### src/rtl/gf2m_digit_mult.sv
// gf2m_digit_mult: iterative digit-serial GF(2^M) multiplier, polynomial basis.
// Computes c = a*b mod (x^M + POLY), consuming DIGIT bits of b per clock,
// MSB first, with interleaved reduction after every bit-step.
// Valid/ready handshake on the operand side and on the result side.
module gf2m_digit_mult #(
    parameter int             M     = 163,
    parameter int             DIGIT = 4,
    parameter logic [M-1:0]   POLY  = 163'h0C9
) (
    input  logic         clk,
    input  logic         rst_n,
    input  logic         in_valid,
    output logic         in_ready,
    input  logic [M-1:0] a,
    input  logic [M-1:0] b,
    output logic         out_valid,
    input  logic         out_ready,
    output logic [M-1:0] c,
    output logic         busy
);

    // Number of RUN cycles and the zero-padded width of the multiplier.
    localparam int N  = (M + DIGIT - 1) / DIGIT;
    localparam int NB = N * DIGIT;
    localparam int CW = (N > 1) ? $clog2(N) : 1;

    localparam logic [1:0] S_IDLE = 2'd0;
    localparam logic [1:0] S_RUN  = 2'd1;
    localparam logic [1:0] S_DONE = 2'd2;

    logic [1:0]    state_q, state_d;
    logic [M-1:0]  a_q, a_d;
    logic [NB-1:0] b_q, b_d;
    logic [M-1:0]  acc_q, acc_d;
    logic [M-1:0]  c_q, c_d;
    logic [CW-1:0] cnt_q, cnt_d;
    logic          out_valid_q, out_valid_d;
    logic [M-1:0]  acc_step;

    // Multiply by x modulo f(x): shift up one place, fold x^M back as POLY.
    function automatic logic [M-1:0] xtime(input logic [M-1:0] v);
        return {v[M-2:0], 1'b0} ^ (v[M-1] ? POLY : '0);
    endfunction

    // Digit step plus next-state logic for the handshake FSM.
    always_comb begin
        // NOTE: every signal gets a default first so no path can infer a latch.
        state_d     = state_q;
        a_d         = a_q;
        b_d         = b_q;
        acc_d       = acc_q;
        c_d         = c_q;
        cnt_d       = cnt_q;
        out_valid_d = out_valid_q;

        // Horner step over the top digit of b, highest bit first.
        acc_step = acc_q;
        for (int j = DIGIT - 1; j >= 0; j--) begin
            acc_step = xtime(acc_step) ^ (b_q[NB-DIGIT+j] ? a_q : '0);
        end

        case (state_q)
            S_IDLE: begin
                if (in_valid) begin
                    a_d     = a;
                    b_d     = NB'(b);       // zero-extend: padding digits go first
                    acc_d   = '0;
                    cnt_d   = '0;
                    state_d = S_RUN;
                end
            end
            S_RUN: begin
                acc_d = acc_step;
                b_d   = b_q << DIGIT;
                if (cnt_q == CW'(N - 1)) begin
                    c_d         = acc_step;
                    out_valid_d = 1'b1;
                    state_d     = S_DONE;
                end else begin
                    cnt_d = cnt_q + CW'(1);
                end
            end
            S_DONE: begin
                if (out_ready) begin
                    out_valid_d = 1'b0;
                    state_d     = S_IDLE;
                end
            end
            default: state_d = S_IDLE;
        endcase
    end

    // State and datapath registers with synchronous active-low reset.
    always_ff @(posedge clk) begin
        // NOTE: non-blocking assignments keep every flop sampling pre-edge values.
        if (!rst_n) begin
            state_q     <= S_IDLE;
            a_q         <= '0;
            b_q         <= '0;
            acc_q       <= '0;
            c_q         <= '0;
            cnt_q       <= '0;
            out_valid_q <= 1'b0;
        end else begin
            state_q     <= state_d;
            a_q         <= a_d;
            b_q         <= b_d;
            acc_q       <= acc_d;
            c_q         <= c_d;
            cnt_q       <= cnt_d;
            out_valid_q <= out_valid_d;
        end
    end

    assign in_ready  = (state_q == S_IDLE);
    assign busy      = (state_q != S_IDLE);
    assign out_valid = out_valid_q;
    assign c         = c_q;

endmodule
### config.mk
export PLATFORM = sky130hd
export DESIGN_NAME = gf2m_digit_mult
export DESIGN_NICKNAME = d
export VERILOG_FILES = /design/src/rtl/gf2m_digit_mult.sv
export SDC_FILE = /design/constraint.sdc
export NUM_CORES = 2
export LEC_CHECK = 0
export ABC_AREA = 1
export CAP_MARGIN = 15
export CORE_UTILIZATION = 25
export DETAILED_ROUTE_END_ITERATION = 10
export HOLD_SLACK_MARGIN = 0.02
export PLACE_DENSITY = 0.46
export REMOVE_ABC_BUFFERS = 1
export SETUP_SLACK_MARGIN = 0.5
export SLEW_MARGIN = 25
export SYNTH_ARGS = -nofsm -noshare
export SYNTH_HDL_FRONTEND = slang
export SYNTH_SLANG_ARGS = --single-unit
export TNS_END_PERCENT = 50
### constraint.sdc
create_clock -name clk -period 2 [get_ports clk]
set_input_delay 0.4 -clock clk [delete_from_list [all_inputs] [get_ports clk]]
set_output_delay 0.4 -clock clk [all_outputs]
set_load 0.01 [all_outputs]
==> qor.yml <==
route:
  drt-vias-per-instance: 4.53
  drt_iter0_drc: 1832
  drc: 0
  dr.pass1.iters: 5
  wirelength_um: 126000
  final_antenna_net_count: 0
  wl_per_cell_um: 18.2
  dr_total_vias: 31500
sta:
  hold_viol: 0
  slew_headroom_pct: 57.2
  skew_ns: 0.0252
  worst_pin_slew_ns: 0.641
  post-route-period-util_pct: 96.9
  setup_viol: 0
  slew_violations: 0
  rsz0062_at_grt: "true"
  setup_tns_ns: 0
  max_freq_mhz: 516
  finalCriticalPeriod_ns: 1.94
power:
  irDropWorstVdd_mv: 0.616
  power.density_mw_per_mm2: 793
  total_power_mw: 36.9
  leakagePower_nw: 17.1
critical_path:
  worstPathMaxFanout: 7
  worst_setup_path_start_kind: "flip-flop"
  crit_arrival_ns: 2.49
  startpoint: "b_q[160]"
  critPathKind: "flip-flop to flip-flop"
  timing.rr.start: "b_q[160]"
  required_ns: 2.55
  critPathSlowestCell: "dfxtp_4"
  critPathMaxStageDelay_ns: 0.45
  r2r_slack_ns: 0.06
  cp_cell_sequence: "buf_12 > buf_16 > buf_12 > buf_6 > nand2_4 > xor2_2 > xor2_1 > inv_1 > or2_4 > nand3_2 > a21oi_1"
  r2r_end: "acc_q[18]"
  cp-end-kind: "flip-flop"
  worst_path_most_repeated_cell: "buf_12"
  r2r_cells: 11
grt:
  grt_pass1_wl_um: 184000
  overflow: 0
  grt_pass1_vias: 30500
  grt_usage_pct: 17.6
  grt_max_degree: 93
  antenna_found_initial: 31
logic_synthesis:
  synth_compound_area_share_pct: 14.2
  synth_top_area_share_pct: 40.0
  synth_area_mm2: 0.0331
  synth.mux.area_fraction_pct: 0
  synthSimpleGateAreaFrac_pct: 24.9
  yosys.area_share.adder_pct: 0.0756
  yosys.area.top_type: "dfxtp_1"
  ys_warn_count: 0
  synth.distinct_cells: 29
  ys_ff_latch: 662
  synth_top_family_by_area: "simple AND/OR/NAND/NOR gates"
  syn_inst: 4604
  synth_area_leaders: "dfxtp_1, nand2_1, xor2_1"
  synth-xor-area-share_pct: 15.2
  syn_area_per_cell_um2: 7.19
  synth-seq-area-share_pct: 40.0
die:
  core_area_mm2: 0.131
  die_w_um: 366
  initial_utilization_pct: 25.2
  dieArea_mm2: 0.134
  rows: 133
  die_h_um: 366
  io_pins: 496
flow_run:
  drv_cap: 0
cells_and_area:
  drive_gt1_share_pct: 18.4
  layout_commonest_cell: "nand2_1"
  areaGrowthSynthToFinish_pct: 40.4
  mostFrequentLayoutCells: "nand2_1, dfxtp_1, o21ai_0"
  final_util_pct: 35.4
  finalNetCount: 5457
clocking:
  cts_max_level: 3
  numCtsBuffers: 85
  clkSlewWorstSetupHoldPaths_ns: 0.06
  clkSinkCount: 662
  clkLatencyLatePin_ns: 0.69
  clockBufferDepth: 3
  cts_tree: "done"
  cts_root_buf: "clkbuf_16"
run_status:
  run_status: "finished clean"
hold_path:
  min_path_cells: 3
  min_to: "a_q[40]"
  min_from: "rst_n"
  hold_class: "primary input to flip-flop"
placed_design:
  hpwl_um: 84700
  port_buffers: 495
  place.gp.congestion: 0.816
## registers in the layout, indices dropped and copies added (netlist names)
signal,flops
b_q,164
a_q,163
acc_q,163
c,163
cnt_q,6
state_q,2
out_valid,1
## layer usage
metal | track usage, % | routed length, um
met1 | 22.3 | 55800
met2 | 28.9 | 58300
met3 | 4.90 | 8790
met4 | 5.12 | 3170
met5 | 0 | 197
## logic make-up after synthesis
family	count (synthesis)
adder cells (fa/ha/maj)	2
AO/OA/AOI/OAI	901
AND/OR/NAND/NOR	2031
flip-flops	662
XOR/XNOR	574
buffers and inverters	434
## synth_stat cells
cell,n
buf_4,14
nand2_2,1
dfxtp_1,662
or2_2,75
a21oi_1,329
nor2_2,2
nor3b_1,1
nor2_1,346
a211oi_1,1
nand3b_1,3
nand4_1,2
or2_1,78
inv_2,5
xnor2_1,168
buf_2,125
nor3_1,4
nand3_1,162
xor2_1,405
a31oi_1,159
o21ai_0,410
a21o_1,1
buf_1,17
nor2_4,2
nand2_1,1355
xor2_2,1
ha_1,2
inv_1,107
clkbuf_1,166
o21ai_1,1
## through the flow
stage / hold slack, ns / cell area, um2 / setup slack (ns) / instances
global placement: 0.449 / 40900 / -0.117 / 6697
CTS: 0.0436 / 44500 / 0.0715 / 6872
detailed placement: 0.458 / 40900 / -0.155 / 6697
finish: 0.0866 / 46500 / 0.0614 / 6948
floorplan: 0.441 / 31700 / -10.63 / 4282
global route: 0.101 / 46500 / -0.0176 / 6944
## where the power goes
| group | internal [mW] | switching, mW |
|---|---|---|
| Clock | 9.53 | 6.34 |
| Combinational | 2.72 | 3.55 |
| Sequential | 14.0 | 0.761 |
## repair_timing
item	4_1_cts	5_1_grt
pin swaps	14	106
endpoints found under the setup margin	825	827
hold buffers	0	0
resized for setup	1008	260
buffers inserted	20	57
cloned	4	15
## worst max-delay path: cells and delay by family (launching register included)
kind            cells  cell delay (ns)
buf+inv             5             0.60
xor+xnor            2             0.31
simple gates        3             0.36
compound gates      1             0.06
flops               1             0.45
## area by class of cell
type | instances | area, um2
multi-input cells | 3508 | 19100
well taps | 1755 | 2200
repair buffers | 756 | 8400
fillers | 13900 | 85000
flip-flops and latches | 662 | 13500
clock buffers | 127 | 2580
inverters | 112 | 477
clock inverters | 24 | 278
diodes | 4 | 10.0
## worst max path at each step
| stage | end | slack (ns) | cells after the start |
|---|---|---|---|
| 6_report | acc_q[18] | 0.06 | 11 |
| 5_1_grt | acc_q[12] | -0.02 | 9 |
| 4_1_cts | acc_q[87] | 0.07 | 10 |
| 3_5_place_dp | b_q[97] | -0.16 | 9 |
| 3_3_place_gp | acc_q[1] | -0.12 | 8 |
| 2_1_floorplan | c[0] | -10.63 | 7 |
Power figures use the tool's default switching activity.
